File: config.mk
export PLATFORM = sky130hd
export DESIGN_NAME = register_8b_serializer
export DESIGN_NICKNAME = d
export VERILOG_FILES = /design/src/rtl/register_8b_serializer_pkg.sv /design/src/rtl/register_8b_serializer_bit_counter.sv /design/src/rtl/register_8b_serializer.sv
export SDC_FILE = /design/constraint.sdc
export NUM_CORES = 1
export LEC_CHECK = 0
export CAP_MARGIN = 20
export CORE_UTILIZATION = 42
export DETAILED_ROUTE_END_ITERATION = 8
export GPL_TIMING_DRIVEN = 0
export PLACE_DENSITY = 0.72
export SLEW_MARGIN = 20
export SYNTH_ARGS = -nofsm -noshare
export SYNTH_HDL_FRONTEND = slang
export SYNTH_SLANG_ARGS = --single-unit
File: constraint.sdc
create_clock -name clock -period 1.05 [get_ports clock]
set_input_delay 0.2625 -clock clock [delete_from_list [all_inputs] [get_ports clock]]
set_output_delay 0.2625 -clock clock [all_outputs]
set_load 0.03 [all_outputs]
File: src/rtl/register_8b_serializer_pkg.sv
// rtl/register_8b_serializer_pkg.sv - shared state encodings, default width and counter sizing
package register_8b_serializer_pkg;

  typedef enum logic {
    S_IDLE  = 1'b0,
    S_SHIFT = 1'b1
  } state_t;

  localparam int DEFAULT_WIDTH = 8;

  // A 1-bit counter is still needed when WIDTH would give $clog2 == 0.
  function automatic int cnt_width(input int width);
    return (width > 1) ? $clog2(width) : 1;
  endfunction

endpackage

File: src/rtl/register_8b_serializer_bit_counter.sv
// rtl/register_8b_serializer_bit_counter.sv - up-counter with async clear, enable, sync zero-load and terminal flag
module bit_counter #(
  parameter int CNT_W    = 3,
  parameter int TERMINAL = 7
) (
  input  logic             clock,
  input  logic             clear,
  input  logic             i_zero,
  input  logic             i_en,
  output logic [CNT_W-1:0] o_count,
  output logic             o_terminal
);

  localparam logic [CNT_W-1:0] TC = CNT_W'(TERMINAL);

  logic [CNT_W-1:0] r_count;

  // Zero-load wins over enable so a wrap at the terminal count never escapes.
  always_ff @(posedge clock or posedge clear) begin
    if (clear) begin
      r_count <= '0;
    end else if (i_zero) begin
      r_count <= '0;
    end else if (i_en) begin
      r_count <= r_count + 1'b1;
    end
  end

  assign o_count    = r_count;
  assign o_terminal = (r_count == TC);

endmodule

File: src/rtl/register_8b_serializer.sv
// rtl/register_8b_serializer.sv - byte-to-bit serializer with valid/ready load and shift strobe
module register_8b_serializer
  import register_8b_serializer_pkg::*;
#(
  parameter int WIDTH     = DEFAULT_WIDTH,
  parameter bit LSB_FIRST = 1'b1
) (
  input  logic             clock,
  input  logic             clear,
  input  logic [WIDTH-1:0] load_data,
  input  logic             load_valid,
  output logic             load_ready,
  input  logic             clock_enable,
  output logic             serial_out,
  output logic             serial_valid,
  output logic             busy,
  output logic             done
);

  localparam int CW = cnt_width(WIDTH);

  state_t           r_state;
  state_t           w_next_state;
  logic [WIDTH-1:0] r_shreg;
  logic             r_done;
  logic [CW-1:0]    w_count;
  logic             w_terminal;
  logic             w_accept;
  logic             w_shift_en;
  logic             w_last;
  logic             w_out_bit;

  assign w_accept   = (r_state == S_IDLE) && load_valid;
  assign w_shift_en = (r_state == S_SHIFT) && clock_enable;
  assign w_last     = w_shift_en && w_terminal;

  bit_counter #(
    .CNT_W    (CW),
    .TERMINAL (WIDTH - 1)
  ) u_bit_counter (
    .clock      (clock),
    .clear      (clear),
    .i_zero     (w_accept | w_last),
    .i_en       (w_shift_en),
    .o_count    (w_count),
    .o_terminal (w_terminal)
  );

  always_ff @(posedge clock or posedge clear) begin
    if (clear) begin
      r_state <= S_IDLE;
    end else begin
      r_state <= w_next_state;
    end
  end

  always_comb begin
    w_next_state = r_state;
    case (r_state)
      S_IDLE:  if (load_valid) w_next_state = S_SHIFT;
      S_SHIFT: if (w_last)     w_next_state = S_IDLE;
      default: w_next_state = S_IDLE;
    endcase
  end

  // Zero fill means the register is already empty when the word completes.
  always_ff @(posedge clock or posedge clear) begin
    if (clear) begin
      r_shreg <= '0;
    end else if (w_accept) begin
      r_shreg <= load_data;
    end else if (w_shift_en) begin
      if (LSB_FIRST) begin
        r_shreg <= {1'b0, r_shreg[WIDTH-1:1]};
      end else begin
        r_shreg <= {r_shreg[WIDTH-2:0], 1'b0};
      end
    end
  end

  always_ff @(posedge clock or posedge clear) begin
    if (clear) begin
      r_done <= 1'b0;
    end else begin
      r_done <= w_last;
    end
  end

  assign w_out_bit    = LSB_FIRST ? r_shreg[0] : r_shreg[WIDTH-1];
  assign busy         = (r_state == S_SHIFT);
  assign serial_valid = busy;
  assign serial_out   = busy & w_out_bit;
  assign load_ready   = (r_state == S_IDLE);
  assign done         = r_done;

  logic w_unused;
  assign w_unused = ^w_count;

endmodule
* Yosys cells after proc, flatten, opt, wreduce, memory -nomap -nowiden
Index checks and enable logic that the tools add are counted.
Widths: inputs -> output; s select.
** Word-level totals
- Register bits :: 13
- Latch bits :: 0
- Memory bits (writable) :: 0
- Bits in read-only memories :: 0
- Input bits :: 12
- Output and inout bits :: 5
- Word-level logic and storage cells :: 21
- Memories :: 0
** Operators by class
- Add/subtract/negate cells :: 1
- $mul :: 0
- Div/mod/pow operators :: 0
- Order comparisons :: 0
- Equality and inequality tests :: 1
- Shifts and indexed selects :: 0
- Mux-type cells :: 7
- Bitwise gates (word level) :: 3
- Reductions and logical operators :: 5
** Operators with widths (number)
- $mux 8 :: 2
- $mux 3 :: 2
- $reduce_bool 2->1 :: 2
- $add 3x1->3 const B :: 1
- $eq 3x3->1 const B :: 1
- $logic_and 1x1->1 :: 3
- $mux 1 :: 2
- $pmux 1 s2 :: 1
- $and 1x1->1 :: 1
- $not 1->1 :: 1
- $or 1x1->1 :: 1

* Depth between registers and ports, before layout
- Depth after elaboration :: 4
- Gate-level depth with buffers :: 4
- Depth with buffers taken out :: 4

* Hierarchy
A second synthesis with hierarchy kept.
** Unflattened totals
- Cells, all modules :: 58
- Area, all modules :: 696.9 sq um
** Modules (own cells, without submodules)
- register_8b_serializer :: instances 1, cells an instance 46, area each 553.0 sq um, seq. area each 250.2 sq um
- bit_counter :: instances 1, cells an instance 12, area each 143.9 sq um, seq. area each 75.1 sq um

* Least setup slack after synthesis
OpenSTA, ideal clock, no wires.
- Kind :: register to output
- Start point :: register r_state, in the netlist busy
- End point :: output serial_out
- Data arrival time :: 1217 ps
- Data required time :: 787 ps
- Setup slack :: -429 ps
- Cell stages (with the launch flop) :: 4
- Path buffers :: 2
- Path through :: dfrtp_1 buf_6 buf_4 and2_1
** On the way
- Word-level cells in the longest chain between the ends :: 1
** Ends and longest elaborated chain
- from (decl) :: line register_8b_serializer.sv:22 : state_t r_state;
- from (signal assigned) :: line register_8b_serializer.sv:53 : r_state <= w_next_state;
- $and 1x1->1 :: line register_8b_serializer.sv:92 : assign serial_out = busy & w_out_bit;
- to (decl) :: line register_8b_serializer.sv:14 : output logic serial_out,
Every way passes these cells.

* Worst setup path in the final report
Ends and elaborated chain as after synthesis.

==> flow_metrics.py <==
metrics = {
    "outcome": {
        "outcome": "complete, but fails checks",
        "violations": "setup timing",
    },
    "final_layout": {
        "syn2layout_area_growth_pct": 56.31,
        "diodes": 0,
        "stdcell_area_um2": 1101,
        "nNetsFinal": 105,
        "drive_gt1_share_pct": 41.11,
    },
    "yosys": {
        "synth_area_per_cell_um2": 12.15,
        "synth_area_leader_cell": "dfrtp_1",
        "syn_area_um2": 704.4,
        "netlist.area_leader.share_pct": 46.18,
        "yosysMostFrequentCell": "dfrtp_1",
        "synth_edf_count": 0,
        "synthArstFlopShare_pct": 100.0,
        "synth_fp_nets": 72,
        "synth_ff_type": "dfrtp_1",
        "ys_seq_area_share_pct": 46.18,
        "ys_top_cells_by_area": "dfrtp_1 (46%), or3b_1 (9.9%), o221a_2 (6.4%), mux2i_1 (5.7%), nand3b_1 (4.3%)",
        "netlist_top_cells_count": "dfrtp_1 (13), or3b_1 (8), mux2i_1 (4), nand3b_1 (4), o221a_2 (4)",
        "synth_seq_cells": 13,
        "yosysWarnings": 0,
        "synthCells": 58,
        "synth.distinct_cells": 21,
    },
    "sta": {
        "slew_headroom_pct": 66.32,
        "tightestPinTransition_ns": 0.5047,
        "setup_ws_ns": -0.4291,
        "finalSetupViolations": 17,
        "hold_violations": 0,
        "min_period_ns": 1.479,
        "skew_ns": 0.001517,
        "rsz0062_at_grt": "true",
        "tns_ns": -4.856,
        "fmax_ghz": 0.6761,
        "drv_slew": 0,
        "post-route-period-util_pct": 140.9,
    },
    "floorplan": {
        "placementRows": 14,
        "dieArea_um2": 1845,
        "die_h_um": 42.96,
        "ios": 17,
        "coreArea_um2": 1541,
        "start_util_pct": 45.70,
        "die_w_um": 42.96,
    },
    "placement": {
        "io_buffer_count": 16,
        "place_area_um2": 904.6,
        "place_congestion": 0.6830,
        "hpwlAfterDp_mm": 1.023,
    },
    "drt": {
        "wl_mm": 1.685,
        "num_vias": 594,
        "drt_iter0_markers": 9,
        "drc": 0,
        "wl_per_cell_um": 15.90,
        "ant_nets": 0,
        "dr.pass1.iters": 4,
        "vias_per_cell": 5.604,
    },
    "global_route": {
        "grt_pass1_vias": 552,
        "grt_first_pass_wirelength_mm": 2.408,
        "grt-ovfl-total": 0,
        "grt_max_degree": 14,
        "antenna_found_initial": 0,
        "grt_use_total_pct": 17.68,
    },
    "critical_path": {
        "required_ns": 0.79,
        "critPathCaptureType": "primary output",
        "critPathMaxFanout": 4,
        "r2r_slack_ns": -0.36,
        "crit_type": "reg -> out",
        "start_kind": "flip-flop",
        "critical_path_arrival_ns": 1.22,
    },
    "power": {
        "ir_drop_mv": 1.113,
        "p_leak_uw": 0.0004777,
        "p_per_area_nw_per_um2": 1923,
    },
    "clock_tree": {
        "clk_latency_ns": 0.27,
        "tritoncts": "built",
        "cts.sinks": 13,
        "path_clk_slew_ns": 0.08,
        "htree_levels": 1,
        "numCtsBuffers": 3,
        "clk_path_buf_depth": 2,
        "root_buffer": "clkbuf_4",
    },
    "run": {
        "cap_viol_max_count": 0,
    },
    "worst_hold_path": {
        "min_path_type": "in -> async",
    },
}
==> final timing paths <==
check	start	cells past startpoint	endpoint
setup / recovery	busy$_DFF_PP0_	4	serial_out
hold / removal	clear	2	r_shreg[1]$_DFFE_PP0P_
setup reg to reg	busy$_DFF_PP0_	5	r_shreg[2]$_DFFE_PP0P_
hold reg to reg	r_shreg[7]$_DFFE_PP0P_	2	r_shreg[7]$_DFFE_PP0P_
max in group asynchronous	clear	2	busy$_DFF_PP0_
min in group clock	r_shreg[7]$_DFFE_PP0P_	2	r_shreg[7]$_DFFE_PP0P_
==> where the power goes <==
group / total [uW] / switching, uW / leakage [uW] / internal, uW
sequential: 835 / 160 / 0.000150 / 675
combinational: 967 / 370 / 0.000312 / 597
clock: 316 / 168 / 0.0000150 / 147
total: 2120 / 699 / 0.000478 / 1420
==> per-layer routing <==
metal | share of wire, % | wire (um) | global-route usage, %
met5 | 0 | 0 | 0
met4 | 0 | 0 | 7.273
met3 | 2.8 | 47 | 6.809
met2 | 52 | 876 | 28.18
met1 | 45 | 761 | 21.29
==> cells in the final DEF, fill, tap and decap left out <==
| master | count |
|---|---|
| nand2_1 | 1 |
| buf_8 | 1 |
| clkdlybuf4s50_1 | 10 |
| or3b_1 | 8 |
| nor2_1 | 2 |
| nand3_1 | 3 |
| o221a_4 | 4 |
| buf_4 | 8 |
| dlygate4sd2_1 | 1 |
| ha_2 | 1 |
| nand3b_1 | 4 |
| ha_4 | 1 |
| mux2i_1 | 4 |
| inv_1 | 1 |
| and2_4 | 1 |
| nand4b_1 | 2 |
| mux2_4 | 1 |
| nand4bb_1 | 1 |
| dfrtp_2 | 1 |
| or3b_2 | 1 |
| o21ai_1 | 1 |
| buf_6 | 13 |
| o221a_1 | 2 |
| and3_4 | 1 |
| clkinvlp_4 | 1 |
| clkbuf_4 | 3 |
| clkbuf_1 | 1 |
| dfrtp_1 | 12 |
==> kinds of logic (layout without fill, tap and decap cells) <==
group / count (synthesis) / after routing / synth area share (%)
buffers and inverters: 7 / 39 / 7.104
DFF: 13 / 13 / 46.18
and+or+nand+nor: 24 / 24 / 25.05
AOI/OAI and AO/OA: 7 / 7 / 10.30
adders and majority gates: 2 / 2 / 3.552
muxes: 5 / 5 / 7.815
==> metrics by stage <==
stage | util, % | hold slack, ns | setup slack [ns] | power, uW | instances
floorplan | - | 0.1394 | -0.1846 | 1303 | 58
global placement | 58.69 | 0.5301 | -0.7466 | 1505 | 90
detailed placement | 58.69 | 0.5419 | -0.7503 | 1534 | 90
CTS | 65.34 | 0.3316 | -0.4266 | 1972 | 100
global route | 71.43 | 0.3414 | -0.4696 | 2273 | 106
finish | 71.43 | 0.3114 | -0.4291 | 2118 | 106
==> registers in the layout (all words and copies together) (netlist names) <==
register / flops
r_shreg: 8
u_bit_counter.o_count: 3
done: 1
busy: 1
==> final cells by class <==
cell class	instances	area [um2]
fill	121	440.4
tap	16	20.02
clock buffer	4	26.28
buffer	5	56.30
inverter	2	11.26
timing repair buffer	28	274.0
multi-input combinational	38	386.6
sequential	13	326.6
==> worst max-delay path: stages (launching register included) <==
cell,delay [ns]
dfrtp_2,0.44
buf_6,0.13
buf_8,0.12
and2_4,0.13
buf_6,0.13
==> what timing repair did <==
action	4_1_cts	5_1_grt
gates resized for setup	43	10
cloned	0	1
endpoints found under the hold margin	0	0
hold buffers	0	0
pin swaps	4	3
setup buffers	6	5
endpoints found under the setup margin	18	18
No activity file was read; power rests on OpenSTA's default activity.
